[src/rtl/dram_mem_ctrl_pkg.sv]
`default_nettype none
// ============================================================================
// Module   : mem_ctrl_pkg
// Purpose  : Shared types and constants for the DRAM line-transaction sequencer.
// Revision : 1.0  initial release
// ============================================================================
package mem_ctrl_pkg;

    typedef enum logic [1:0] {
        IDLE  = 2'd0,
        WAIT  = 2'd1,
        BURST = 2'd2,
        DONE  = 2'd3
    } state_t;

    typedef enum logic {
        OWN_I = 1'b0,
        OWN_D = 1'b1
    } owner_t;

    localparam int WORD_BYTES = 4;

endpackage
`default_nettype wire

[src/rtl/dram_mem_ctrl_rr_arb2.sv]
`default_nettype none
// ============================================================================
// Module   : rr_arb2
// Purpose  : Two-way combinational round-robin arbiter (bit 0 = I, bit 1 = D).
// Revision : 1.0  initial release
// ============================================================================
module rr_arb2
    import mem_ctrl_pkg::*;
(
    input  logic [1:0] req,
    input  owner_t     last,
    output logic [1:0] gnt
);

    always_comb begin
        gnt = req;
        // On a tie the requester that was not served last wins.
        if (req == 2'b11) begin
            gnt = (last == OWN_D) ? 2'b01 : 2'b10;
        end
    end

endmodule
`default_nettype wire

[src/rtl/dram_mem_ctrl.sv]
`default_nettype none
// ============================================================================
// Module   : dram_mem_ctrl
// Purpose  : Arbitrates I/D cache line transactions onto a single-port memory
//            with a programmable access latency and fixed-length word bursts.
// Revision : 1.0  initial release
// ============================================================================
module dram_mem_ctrl
    import mem_ctrl_pkg::*;
#(
    parameter int DATA_WIDTH = 32,
    parameter int ADDR_WIDTH = 32,
    parameter int BURST_LEN  = 4,
    parameter int LATENCY    = 2
) (
    input  logic                  clk,
    input  logic                  rst_n,
    input  logic                  i_req,
    input  logic [ADDR_WIDTH-1:0] i_addr,
    input  logic                  d_req,
    input  logic                  d_we,
    input  logic [ADDR_WIDTH-1:0] d_addr,
    input  logic [DATA_WIDTH-1:0] d_wdata,
    output logic                  i_gnt,
    output logic                  d_gnt,
    output logic [3:0]            beat,
    output logic [DATA_WIDTH-1:0] rdata,
    output logic                  i_rvalid,
    output logic                  d_rvalid,
    output logic                  d_wready,
    output logic                  i_done,
    output logic                  d_done,
    output logic                  mem_re,
    output logic [ADDR_WIDTH-1:0] mem_r_addr,
    output logic                  mem_we,
    output logic [ADDR_WIDTH-1:0] mem_w_addr,
    output logic [DATA_WIDTH-1:0] mem_wd,
    input  logic [DATA_WIDTH-1:0] mem_rd
);

    localparam int                    LINE_BYTES = BURST_LEN * WORD_BYTES;
    localparam logic [ADDR_WIDTH-1:0] LINE_MASK  = ~(ADDR_WIDTH'(LINE_BYTES - 1));
    localparam logic [3:0]            LAST_BEAT  = 4'(BURST_LEN - 1);
    localparam logic [3:0]            WAIT_INIT  = 4'((LATENCY > 0) ? LATENCY - 1 : 0);

    state_t                state_q, state_d;
    owner_t                owner_q, owner_d;
    owner_t                rr_last_q, rr_last_d;
    logic                  we_q, we_d;
    logic [ADDR_WIDTH-1:0] base_q, base_d;
    logic [3:0]            wcnt_q, wcnt_d;
    logic [3:0]            beat_q, beat_d;
    logic [1:0]            arb_gnt;
    logic [ADDR_WIDTH-1:0] beat_addr;

    rr_arb2 u_arb (
        .req  ({d_req, i_req}),
        .last (rr_last_q),
        .gnt  (arb_gnt)
    );

    assign beat_addr = base_q + (ADDR_WIDTH'(beat_q) * ADDR_WIDTH'(WORD_BYTES));

    always_ff @(posedge clk or negedge rst_n) begin
        if (!rst_n) begin
            state_q   <= IDLE;
            owner_q   <= OWN_I;
            rr_last_q <= OWN_D;
            we_q      <= 1'b0;
            base_q    <= '0;
            wcnt_q    <= '0;
            beat_q    <= '0;
        end else begin
            state_q   <= state_d;
            owner_q   <= owner_d;
            rr_last_q <= rr_last_d;
            we_q      <= we_d;
            base_q    <= base_d;
            wcnt_q    <= wcnt_d;
            beat_q    <= beat_d;
        end
    end

    always_comb begin
        state_d    = state_q;
        owner_d    = owner_q;
        rr_last_d  = rr_last_q;
        we_d       = we_q;
        base_d     = base_q;
        wcnt_d     = wcnt_q;
        beat_d     = beat_q;
        i_gnt      = 1'b0;
        d_gnt      = 1'b0;
        beat       = 4'd0;
        rdata      = '0;
        i_rvalid   = 1'b0;
        d_rvalid   = 1'b0;
        d_wready   = 1'b0;
        i_done     = 1'b0;
        d_done     = 1'b0;
        mem_re     = 1'b0;
        mem_r_addr = '0;
        mem_we     = 1'b0;
        mem_w_addr = '0;
        mem_wd     = '0;

        case (state_q)
            IDLE: begin
                i_gnt = arb_gnt[0];
                d_gnt = arb_gnt[1];
                if (arb_gnt != 2'b00) begin
                    owner_d = arb_gnt[1] ? OWN_D : OWN_I;
                    we_d    = arb_gnt[1] & d_we;
                    base_d  = (arb_gnt[1] ? d_addr : i_addr) & LINE_MASK;
                    wcnt_d  = WAIT_INIT;
                    beat_d  = 4'd0;
                    state_d = (LATENCY == 0) ? BURST : WAIT;
                end
            end
            WAIT: begin
                if (wcnt_q == 4'd0) begin
                    beat_d  = 4'd0;
                    state_d = BURST;
                end else begin
                    wcnt_d = wcnt_q - 4'd1;
                end
            end
            BURST: begin
                beat = beat_q;
                if (we_q) begin
                    mem_we     = 1'b1;
                    mem_w_addr = beat_addr;
                    mem_wd     = d_wdata;
                    d_wready   = 1'b1;
                end else begin
                    mem_re     = 1'b1;
                    mem_r_addr = beat_addr;
                    rdata      = mem_rd;
                    i_rvalid   = (owner_q == OWN_I);
                    d_rvalid   = (owner_q == OWN_D);
                end
                if (beat_q == LAST_BEAT) begin
                    state_d = DONE;
                end else begin
                    beat_d = beat_q + 4'd1;
                end
            end
            DONE: begin
                i_done    = (owner_q == OWN_I);
                d_done    = (owner_q == OWN_D);
                rr_last_d = owner_q;
                state_d   = IDLE;
            end
            default: state_d = IDLE;
        endcase
    end

endmodule
`default_nettype wire

[config.mk]
export PLATFORM = sky130hd
export DESIGN_NAME = dram_mem_ctrl
export DESIGN_NICKNAME = d
export VERILOG_FILES = /design/src/rtl/dram_mem_ctrl_pkg.sv /design/src/rtl/dram_mem_ctrl_rr_arb2.sv /design/src/rtl/dram_mem_ctrl.sv
export SDC_FILE = /design/constraint.sdc
export NUM_CORES = 1
export LEC_CHECK = 0
export CAP_MARGIN = 20
export CORE_AREA = 2 2 106 108
export CTS_BUF_LIST = sky130_fd_sc_hd__clkbuf_4
export DETAILED_ROUTE_END_ITERATION = 16
export DIE_AREA = 0 0 108 110
export DONT_BUFFER_PORTS = 1
export GPL_ROUTABILITY_DRIVEN = 0
export PLACE_DENSITY = 0.59
export SLEW_MARGIN = 20
export SYNTH_ARGS = -nofsm -noshare
export SYNTH_HDL_FRONTEND = slang
export SYNTH_SLANG_ARGS = --single-unit
[constraint.sdc]
create_clock -name clk -period 3.45 [get_ports clk]
set_input_delay 0 -clock clk [delete_from_list [all_inputs] [get_ports clk]]
set_output_delay 0 -clock clk [all_outputs]
set_load 0.005 [all_outputs]
==> metrics.csv <==
stage;metric;value;unit
outcome;status;finished, final reports clean;
global_routing;grt_pass1_vias;3360;
yosys;synthTopCellsByArea;dfrtp_1, mux2i_1, and2_1;
yosys;synth_top_area_cell;dfrtp_1;
critical_path;crit_family;simple AND/OR/NAND/NOR gates;
final_layout;postLayoutCellArea;0.00451;mm2
final_layout;multi_input_area;0.00248;mm2
final_layout;nets;665;
power_and_ir_drop;p_leak;1.96;nW
clocking;cts-buffers-inserted;5;
yosys;ys_ff_latch;41;
critical_path;cp_max_fo;8;
yosys;synthesis.area;0.00370;mm2
floorplan;dieWidth;108;um
critical_path;slowest_stage;or4_1;
route;firstDrtPassIters;4;
floorplan;io_pins;274;
route;routed_wl;12000;um
timing;final-max-slew-violation-count;0;
global_routing;grt_max_degree;56;
yosys;ys_seq_area_frac;0.278;
critical_path;worst-r2r-setup-slack;1.06;ns
route;wl_per_cell;18.1;um
timing;skew;0.0146;ns
yosys;synth_top_cell_area_share;0.271;
critical_path;crit_type;flip-flop to output port;
critical_path;r2r-start;rr_last_q;
critical_path;cp-end-kind;output port;
placement;port_buffers;0;
timing;worstMarginPinSlew;0.868;ns
global_routing;antenna_found_initial;2;
critical_path;cp.arrival;2.89;ns
timing;fmax;0.346;GHz
timing;fin_crit;2.89;ns
floorplan;rows;38;
route;via_per_inst;5.38;
final_layout;layout-drive-gt1-share;0.0556;
final_layout;final-seq-area;0.00103;mm2
timing;rsz0062_at_grt;no;
floorplan;initial_utilization;0.346;
yosys;synth_cell_type_count;52;
route;vias;3574;
final_layout;nFillCells;1066;
critical_path;critPathMaxStageDelay;0.66;ns
route;drcViolationCount;0;
timing;finalSetupViolCount;0;
power_and_ir_drop;peakVddDrop;0.475;mV
critical_path;cp.required;3.45;ns
critical_path;crit_chain;ha_1, fa_1, nand4_4, or4_1, or4_4, a21oi_1;
yosys;ys_async_sr_fraction;1.00;
final_layout;area_delta_synth_final;21.9;%
yosys;yosys_warnings;0;
critical_path;cp-start-kind;flip-flop;
floorplan;die_h;110;um
timing;fin_setup_tns;0;ns
timing;finalHoldViolCount;0;
clocking;htreeDepth;2;
clocking;clk-insertion-delay-late;0.36;ns
clocking;ctsRootBufferMaster;clkbuf_4;
yosys;syn_inst;477;
placement;dpl-instance-area;0.00380;mm2
critical_path;worstSetupStartpoint;beat_q[2];
worst_hold_path;hold_depth;1;
global_routing;gr-usage-all-layers;0.188;
placement;hpwl;9110;um
clocking;cts.clk_slew.worst_paths;0.13;ns
clocking;clkSinkCount;41;
worst_hold_path;hold_start;d_req;
power_and_ir_drop;power_per_cell_area;648;mW/mm2
clocking;cts-resized-gates;0;
timing;relSlewSlack;0.422;
critical_path;rr_endpoint;base_q[27];
flow_run;drv_cap;0;
worst_hold_path;holdCritPathClass;input pin to output port;
clocking;clockBufferDepth;2;
global_routing;grt_pass1_wl;17100;um
floorplan;core_area;0.0107;mm2
global_routing;grt-ovfl-total;0;
floorplan;die_area;0.0119;mm2
worst_hold_path;holdPathEnd;i_gnt;
critical_path;crit_buf_inv;0;
yosys;synth_ff_type;dfrtp_1;
clocking;cts_tree;done;
clocking;post_cts_buffers;0;
route;drt_iter0_markers;229;
yosys;synth-edff-count;0;
yosys;avgSynthCellArea;7.75;um2
critical_path;reg2reg_depth;5;
timing;fin_crit_sh;0.837;
route;ant_nets;0;
layer usage:
layer | up-vias | track usage | routed length (um)
met3 | 19 | 0.0276 | 685
met1 | 1673 | 0.241 | 5080
li1 | 1730 | - | -
met5 | - | 0 | 0
met2 | 152 | 0.321 | 5880
met4 | 0 | 0.0714 | 354
how the worst max path moves through the flow:
| stage | to | slack, ns | cells past startpoint |
|---|---|---|---|
| floorplan | mem_r_addr[24] | 1.23 | 7 |
| global placement | mem_w_addr[24] | 1.00 | 6 |
| detailed placement | mem_w_addr[24] | 0.95 | 6 |
| CTS | mem_w_addr[24] | 0.52 | 6 |
| global route | mem_r_addr[24] | 0.36 | 6 |
| finish | mem_w_addr[24] | 0.56 | 6 |
state kept, by name, indices dropped and copies added, names as in the netlist:
| register | count |
|---|---|
| we_q | 1 |
| beat_q | 4 |
| rr_last_q | 1 |
| owner_q | 1 |
| state_q | 2 |
| wcnt_q | 4 |
| base_q | 28 |
synth_stat cells (2+ instances only):
master / n
nand2_1: 57
and2_1: 43
dfrtp_1: 40
mux2i_1: 40
and3_1: 37
o21ai_0: 36
nor2_1: 33
clkbuf_1: 28
a21oi_1: 23
inv_1: 15
nand3_1: 14
ha_1: 10
nand2b_1: 10
xnor2_1: 10
nor3_1: 9
and4_1: 7
buf_4: 5
nor2b_1: 5
or3_1: 5
or4_1: 5
mux2_2: 4
o31ai_1: 4
a211oi_1: 3
buf_2: 3
nand4_1: 2
nor3b_1: 2
nor4_1: 2
power by group:
group          internal (W)  total [W]  switching (W)
registers          0.000704    0.00104       0.000333
logic              0.000663    0.00163       0.000967
clock network     0.0000857   0.000252       0.000166
total               0.00145    0.00292        0.00147
final cells by class:
| type | count | area share |
|---|---|---|
| timing repair buffer | 71 | 0.156 |
| clock buffer | 6 | 0.00999 |
| clock inverter | 2 | 0.00222 |
| tap | 140 | 0.0389 |
| multi-input combinational | 386 | 0.551 |
| sequential | 41 | 0.228 |
| antenna | 2 | 0.00111 |
| inverter | 16 | 0.0133 |
repair_timing:
action	CTS	global route
hold endpoints to repair	73	0
hold buffers	64	0
endpoints found under the setup margin	0	0
metrics by stage:
stage	utilization	cells	setup slack (ns)	hold slack [ns]	total power [W]
after global routing	0.421	664	0.362	0.0585	0.00323
after global placement	0.355	590	1.00	-0.294	0.00249
final	0.421	664	0.564	0.0587	0.00292
after detailed placement	0.355	590	0.949	-0.294	0.00256
after CTS	0.421	662	0.521	0.0590	0.00294
after floorplan	-	480	1.23	-0.296	0.00216
cells by family after synthesis:
group | count (synthesis) | share of synthesized area
and+or+nand+nor | 240 | 0.355
AOI/OAI and AO/OA | 76 | 0.121
buffers and inverters | 53 | 0.0599
muxes | 44 | 0.120
DFF | 41 | 0.278
adders and majority gates | 11 | 0.0393
xor gates and xnor gates | 11 | 0.0261
other | 1 | 0.00101
cell usage in the layout (no fill, tap or decap), types with 15 or more instances in the layout:
| cell type | n |
|---|---|
| dlygate4sd3_1 | 63 |
| nand2_1 | 57 |
| and2_1 | 43 |
| mux2i_1 | 40 |
| dfrtp_1 | 40 |
| and3_1 | 37 |
| o21ai_0 | 35 |
| nor2_1 | 33 |
| a21oi_1 | 23 |
| inv_1 | 15 |
Power figures use the tool's default switching activity.
